[src/rtl/fifo_256_40bit_ctrl_pkg.sv]
// Shared constants, controller state encoding and helpers for the fifo_256_40bit controller.
package fifo_256_40bit_ctrl_pkg;

    localparam int unsigned FIFO_DW = 40;
    localparam int unsigned FIFO_AW = 8;

    typedef enum logic {
        StRun   = 1'b0,
        StFlush = 1'b1
    } ctrl_state_e;

    function automatic int unsigned clog2(input int unsigned n);
        int unsigned r = 0;
        for (int unsigned i = 0; i < 32; i++) begin
            if ((64'd1 << i) < 64'(n)) begin
                r = i + 1;
            end
        end
        return r;
    endfunction

endpackage

[src/rtl/fifo_out_skid2.sv]
// Two-entry output skid buffer: head is always presented, push lands at the tail.
module fifo_out_skid2
    import fifo_256_40bit_ctrl_pkg::*;
#(
    parameter int unsigned DW = FIFO_DW
) (
    input  logic          clk,
    input  logic          resetn,
    input  logic          clear,
    input  logic          push,
    input  logic [DW-1:0] din,
    input  logic          pop,
    output logic [DW-1:0] dout,
    output logic [1:0]    cnt
);

    logic [DW-1:0] head_q, head_d;
    logic [DW-1:0] tail_q, tail_d;
    logic [1:0]    cnt_q, cnt_d;

    always_comb begin
        head_d = head_q;
        tail_d = tail_q;
        cnt_d  = cnt_q;
        if (clear) begin
            cnt_d = 2'd0;
        end else begin
            case ({push, pop})
                2'b10: begin
                    if (cnt_q == 2'd0) begin
                        head_d = din;
                    end else begin
                        tail_d = din;
                    end
                    cnt_d = cnt_q + 2'd1;
                end
                2'b01: begin
                    head_d = tail_q;
                    cnt_d  = cnt_q - 2'd1;
                end
                2'b11: begin
                    // Occupancy unchanged; with one entry the new word becomes the head.
                    if (cnt_q == 2'd1) begin
                        head_d = din;
                    end else begin
                        head_d = tail_q;
                        tail_d = din;
                    end
                end
                default: ;
            endcase
        end
    end

    always_ff @(posedge clk or negedge resetn) begin
        if (!resetn) begin
            head_q <= '0;
            tail_q <= '0;
            cnt_q  <= 2'd0;
        end else begin
            head_q <= head_d;
            tail_q <= tail_d;
            cnt_q  <= cnt_d;
        end
    end

    assign dout = head_q;
    assign cnt  = cnt_q;

    no_overflow_a: assert property (@(posedge clk) disable iff (!resetn)
        !(push && !pop && !clear && cnt_q == 2'd2));

endmodule

[src/rtl/fifo_256_40bit_ctrl.sv]
// Arbitrates NREQ writers into one fifo_256_40bit and streams its read side through a skid.
module fifo_256_40bit_ctrl
    import fifo_256_40bit_ctrl_pkg::*;
#(
    parameter  int unsigned NREQ = 4,
    parameter  int unsigned DW   = FIFO_DW,
    parameter  int unsigned AW   = FIFO_AW,
    localparam int unsigned GW   = clog2(NREQ)
) (
    input  logic               clk,
    input  logic               resetn,
    input  logic [NREQ-1:0]    req_valid,
    input  logic [NREQ*DW-1:0] req_data,
    output logic [NREQ-1:0]    req_ready,
    input  logic               flush,
    output logic               fifo_we,
    output logic [DW-1:0]      fifo_din,
    output logic               fifo_re,
    output logic               fifo_clr,
    input  logic [DW-1:0]      fifo_dout,
    input  logic               fifo_full,
    input  logic               fifo_empty,
    output logic               out_valid,
    output logic [DW-1:0]      out_data,
    input  logic               out_ready,
    output logic [AW:0]        count,
    output logic [GW-1:0]      last_grant
);

    localparam logic [AW:0] CountOne = (AW + 1)'(1);

    ctrl_state_e   state_q, state_d;
    logic [GW-1:0] rr_ptr_q, rr_ptr_d;
    logic [GW-1:0] last_grant_q, last_grant_d;
    logic          inflight_q, inflight_d;
    logic [AW:0]   count_q, count_d;

    logic [DW-1:0] req_word [NREQ];
    logic          run;
    logic          grant_found;
    logic [GW-1:0] grant_idx;
    int unsigned   idx;
    logic [1:0]    skid_cnt;
    logic          skid_push;
    logic          skid_pop;
    logic          skid_clear;

    for (genvar g = 0; g < NREQ; g++) begin : g_req_word
        assign req_word[g] = req_data[g*DW +: DW];
    end

    // Handshakes are gated by resetn so outputs read zero for the whole reset interval.
    assign run = resetn && (state_q == StRun) && !flush;

    always_comb begin
        grant_found = 1'b0;
        grant_idx   = '0;
        idx         = 0;
        for (int unsigned i = 0; i < NREQ; i++) begin
            idx = (32'(rr_ptr_q) + i) % NREQ;
            if (!grant_found && req_valid[idx]) begin
                grant_found = 1'b1;
                grant_idx   = GW'(idx);
            end
        end
    end

    always_comb begin
        req_ready = '0;
        fifo_we   = run && !fifo_full && grant_found;
        fifo_din  = '0;
        if (fifo_we) begin
            req_ready[grant_idx] = 1'b1;
            fifo_din             = req_word[grant_idx];
        end
    end

    // At most two words may be owned downstream of the FIFO: skid entries plus the pending read.
    assign fifo_re = run && !fifo_empty &&
                     (({1'b0, skid_cnt} + {2'b00, inflight_q}) < 3'd2);

    assign fifo_clr   = resetn && (state_q == StFlush);
    assign out_valid  = (state_q == StRun) && (skid_cnt != 2'd0);
    assign skid_push  = inflight_q && run;
    assign skid_pop   = out_valid && out_ready;
    assign skid_clear = (state_q == StRun) && flush;

    fifo_out_skid2 #(
        .DW (DW)
    ) u_skid (
        .clk    (clk),
        .resetn (resetn),
        .clear  (skid_clear),
        .push   (skid_push),
        .din    (fifo_dout),
        .pop    (skid_pop),
        .dout   (out_data),
        .cnt    (skid_cnt)
    );

    always_comb begin
        state_d      = state_q;
        rr_ptr_d     = rr_ptr_q;
        last_grant_d = last_grant_q;
        inflight_d   = fifo_re;
        count_d      = count_q;
        unique case (state_q)
            StRun: begin
                if (flush) begin
                    state_d = StFlush;
                    count_d = '0;
                end else begin
                    if (fifo_we) begin
                        rr_ptr_d     = (grant_idx == GW'(NREQ - 1)) ? '0 : grant_idx + GW'(1);
                        last_grant_d = grant_idx;
                    end
                    if (fifo_we && !fifo_re) begin
                        count_d = count_q + CountOne;
                    end else if (fifo_re && !fifo_we) begin
                        count_d = count_q - CountOne;
                    end
                end
            end
            StFlush: begin
                state_d = StRun;
            end
            default: state_d = StRun;
        endcase
    end

    always_ff @(posedge clk or negedge resetn) begin
        if (!resetn) begin
            state_q      <= StRun;
            rr_ptr_q     <= '0;
            last_grant_q <= '0;
            inflight_q   <= 1'b0;
            count_q      <= '0;
        end else begin
            state_q      <= state_d;
            rr_ptr_q     <= rr_ptr_d;
            last_grant_q <= last_grant_d;
            inflight_q   <= inflight_d;
            count_q      <= count_d;
        end
    end

    assign count      = count_q;
    assign last_grant = last_grant_q;

endmodule
[config.mk]
export PLATFORM = sky130hd
export DESIGN_NAME = fifo_256_40bit_ctrl
export DESIGN_NICKNAME = d
export VERILOG_FILES = /design/src/rtl/fifo_256_40bit_ctrl_pkg.sv /design/src/rtl/fifo_out_skid2.sv /design/src/rtl/fifo_256_40bit_ctrl.sv
export SDC_FILE = /design/constraint.sdc
export NUM_CORES = 1
export LEC_CHECK = 0
export ABC_AREA = 1
export BUFFER_PORTS_ARGS = -buffer_cell sky130_fd_sc_hd__buf_2
export CAP_MARGIN = 5
export CELL_PAD_IN_SITES_DETAIL_PLACEMENT = 1
export CELL_PAD_IN_SITES_GLOBAL_PLACEMENT = 1
export CORE_UTILIZATION = 25
export DETAILED_ROUTE_END_ITERATION = 10
export GPL_ROUTABILITY_DRIVEN = 0
export PLACE_DENSITY = 0.66
export SLEW_MARGIN = 25
export SYNTH_ARGS = -nofsm -noshare
export SYNTH_HDL_FRONTEND = slang
export SYNTH_SLANG_ARGS = --single-unit
[constraint.sdc]
create_clock -name clk -period 3.7 [get_ports clk]
set_input_delay 0 -clock clk [delete_from_list [all_inputs] [get_ports clk]]
set_output_delay 0 -clock clk [all_outputs]
set_load 0.005 [all_outputs]
==> metrics.yaml <==
status: "complete, no violations"
clock_skew_ns: 0.0113
seq_area_frac_synth: 0.371
synth_seq_cells: 97
route.final.wire_length_mm: 23.9
clkSinkCount: 97
portBuffers: 308
rrSetupSlack_ns: 0.53
fillers: 3288
clkTransAtPathRegs_ns: 0.08
cap_violations: 0
fin_crit_ns: 3.46
cpMostUsedCell: "nand2_1"
track_usage: 0.174
die_area_mm2: 0.0269
max_freq_mhz: 289
min_path_cells: 4
syn_area_mm2: 0.00655
slew_headroom: 0.407
rows: 58
synth.distinct_cells: 35
synth_cells: 943
dr.pass1.iters: 5
grt_max_degree: 81
cts_buffers: 9
cts_tree: "yes"
die_x_um: 164
htreeDepth: 3
leakage_nw: 5.21
reg2reg_to: "count[7]$_DFFE_PN0P_"
grt_pass1_wl_mm: 37.0
die_h_um: 164
critical_path_class: "reg2out"
yosys_warnings: 0
maxSlewViolCount: 0
tightest_slew_ns: 0.888
nets: 1488
clockBufferDepth: 2
hold_viol: 0
async_flop_share: 1.00
drtIter0Drc: 300
grt_pass1_vias: 7386
rr_startpoint: "rr_ptr_q[0]$_DFFE_PN0P_"
area_delta_synth_final_pct: 38.4
placedCellCount: 1540
cpPeakStageDelay_ns: 0.59
drive_gt1_frac: 0.301
start_util: 0.257
cts.hold.buffers_added: 42
drt-vias-per-instance: 4.56
cts_resized: 0
post-route-period-util: 0.934
p_per_area_mw_per_mm2: 684
root_buffer: "clkbuf_16"
overflow: 0
synth_edf_count: 0
finish.utilization: 0.356
post_cts_buffers: 0
hold-path-endpoint: "inflight_q$_DFF_PN0_"
min_path_type: "in2reg"
route.vias.total: 7284
core_mm2: 0.0255
hold_start: "fifo_empty"
antenna_found_initial: 1
routedWlPerCell_um: 15.0
r2r_cells: 14
end_kind: "output pin"
dp_hpwl_mm: 18.3
worstPathRequired_ns: 3.70
drtAntennaViolNets: 0
crit_path_start_kind: "flip-flop"
drc_errors: 0
cp_max_fo: 29
avgSynthCellArea_um2: 6.95
layout.cells.non_filler: 1599
worst_ep_arrival_time_ns: 3.46
boundaryPins: 309
rsz0062_at_grt: "false"
finalSetupViolations: 0
vdd_drop_max_mv: 0.293
insertion_delay_ns: 0.35
cp-startpoint: "rr_ptr_q[0]$_DFFE_PN0P_"
crit_chain: "inv_2 -> nand2_1 -> nand2_1 -> o21ai_1 -> inv_1 -> nand3_2 -> nand3_1 -> nand2_1 -> inv_2 -> nor2_2 -> buf_4 -> nand3b_1 -> nand2_1 -> buf_2"
synth-main-ff-cell: "dfrtp_1"
synth_nets: 1168
crit_slowest_cell: "dfrtp_1"
fin_setup_tns_ns: 0
-- area by class of cell --
type | instances | area (um2) | share of cell area
multi-input cells | 661 | 3360 | 0.371
inverters | 130 | 488 | 0.0538
clock buffers | 9 | 225 | 0.0248
diodes | 1 | 2.50 | 0.000276
clock inverters | 7 | 81.3 | 0.00897
well taps | 330 | 413 | 0.0455
flip-flops and latches | 97 | 2430 | 0.268
repair buffers | 364 | 2070 | 0.228
-- sequential cells by signal, summed over array words and instances, names as in the netlist --
name	cells
count	9
inflight_q	1
last_grant	2
rr_ptr_q	2
state_q	1
u_skid.cnt	2
u_skid.dout	40
u_skid.tail_q	40
-- stage by stage --
step                      setup WS [ns]  hold slack [ns]  power, mW  instance area (um2)
final                             0.244           0.0453       6.20                 9070
after global routing             0.0221           0.0465       6.83                 9070
after CTS                         0.240           0.0425       6.31                 9070
after detailed placement          0.545            0.231       5.27                 8340
after global placement            0.638            0.234       5.17                 8340
after floorplan                    1.13           -0.296       4.20                 6550
-- cells in the final DEF (no fill, tap or decap), types with 15 or more instances in the layout --
cell type / count
nand3b_1: 52
dfrtp_1: 97
buf_4: 15
or2_2: 21
buf_2: 307
a21oi_1: 60
o21ai_0: 85
inv_1: 124
nand3_1: 30
dlygate4sd3_1: 42
nor2_1: 57
nand2_1: 262
o211ai_1: 31
-- synthesized netlist by cell type, types with 2 or more instances --
cell,instances,area share
a21oi_1,60,0.046
buf_2,18,0.014
buf_4,7,0.0080
buf_6,4,0.0069
clkbuf_1,26,0.015
dfrtp_1,97,0.37
ha_1,14,0.027
inv_1,124,0.071
inv_2,6,0.0034
nand2_1,262,0.15
nand2_2,10,0.0095
nand3_1,30,0.023
nand3_2,3,0.0046
nand3b_1,52,0.060
nand4_1,3,0.0029
nor2_1,57,0.033
nor2_2,2,0.0019
nor3_1,2,0.0015
o211ai_1,31,0.036
o21ai_0,85,0.065
o21ai_1,5,0.0038
or2_0,10,0.0095
or2_2,21,0.020
xor2_1,3,0.0040
-- critical path: cells and delay by family, from the launching register on --
family,cells,cell delay [ns]
simple gates,8,1.33
buf+inv,5,0.99
compound gates,1,0.17
flops,1,0.59
-- metal layers --
layer	GRT usage	vias to the layer above	routed length, um
li1	-	3639	-
met1	0.203	3417	10000
met2	0.316	205	11900
met3	0.0361	23	1530
met4	0.0513	0	476
met5	0	-	0
-- where the power goes --
part | switching, mW | internal [mW]
Combinational | 2.20 | 1.32
Sequential | 0.272 | 1.46
Clock | 0.478 | 0.483
Total | 2.95 | 3.26
-- cells by family after synthesis --
family / after synthesis / synth area share
flops: 97 / 0.371
buf+inv: 185 / 0.118
xor+xnor: 4 / 0.00535
simple gates: 455 / 0.319
compound gates: 187 / 0.157
fa+ha+maj: 15 / 0.0298
-- worst max-delay path by stage --
stage | to
CTS | fifo_din[35]
global route | req_ready[3]
finish | fifo_din[14]
detailed placement | count[7]$_DFFE_PN0P_
global placement | count[7]$_DFFE_PN0P_
floorplan | count[6]$_DFFE_PN0P_
Note: power is estimated with default switching activity, not from simulation.
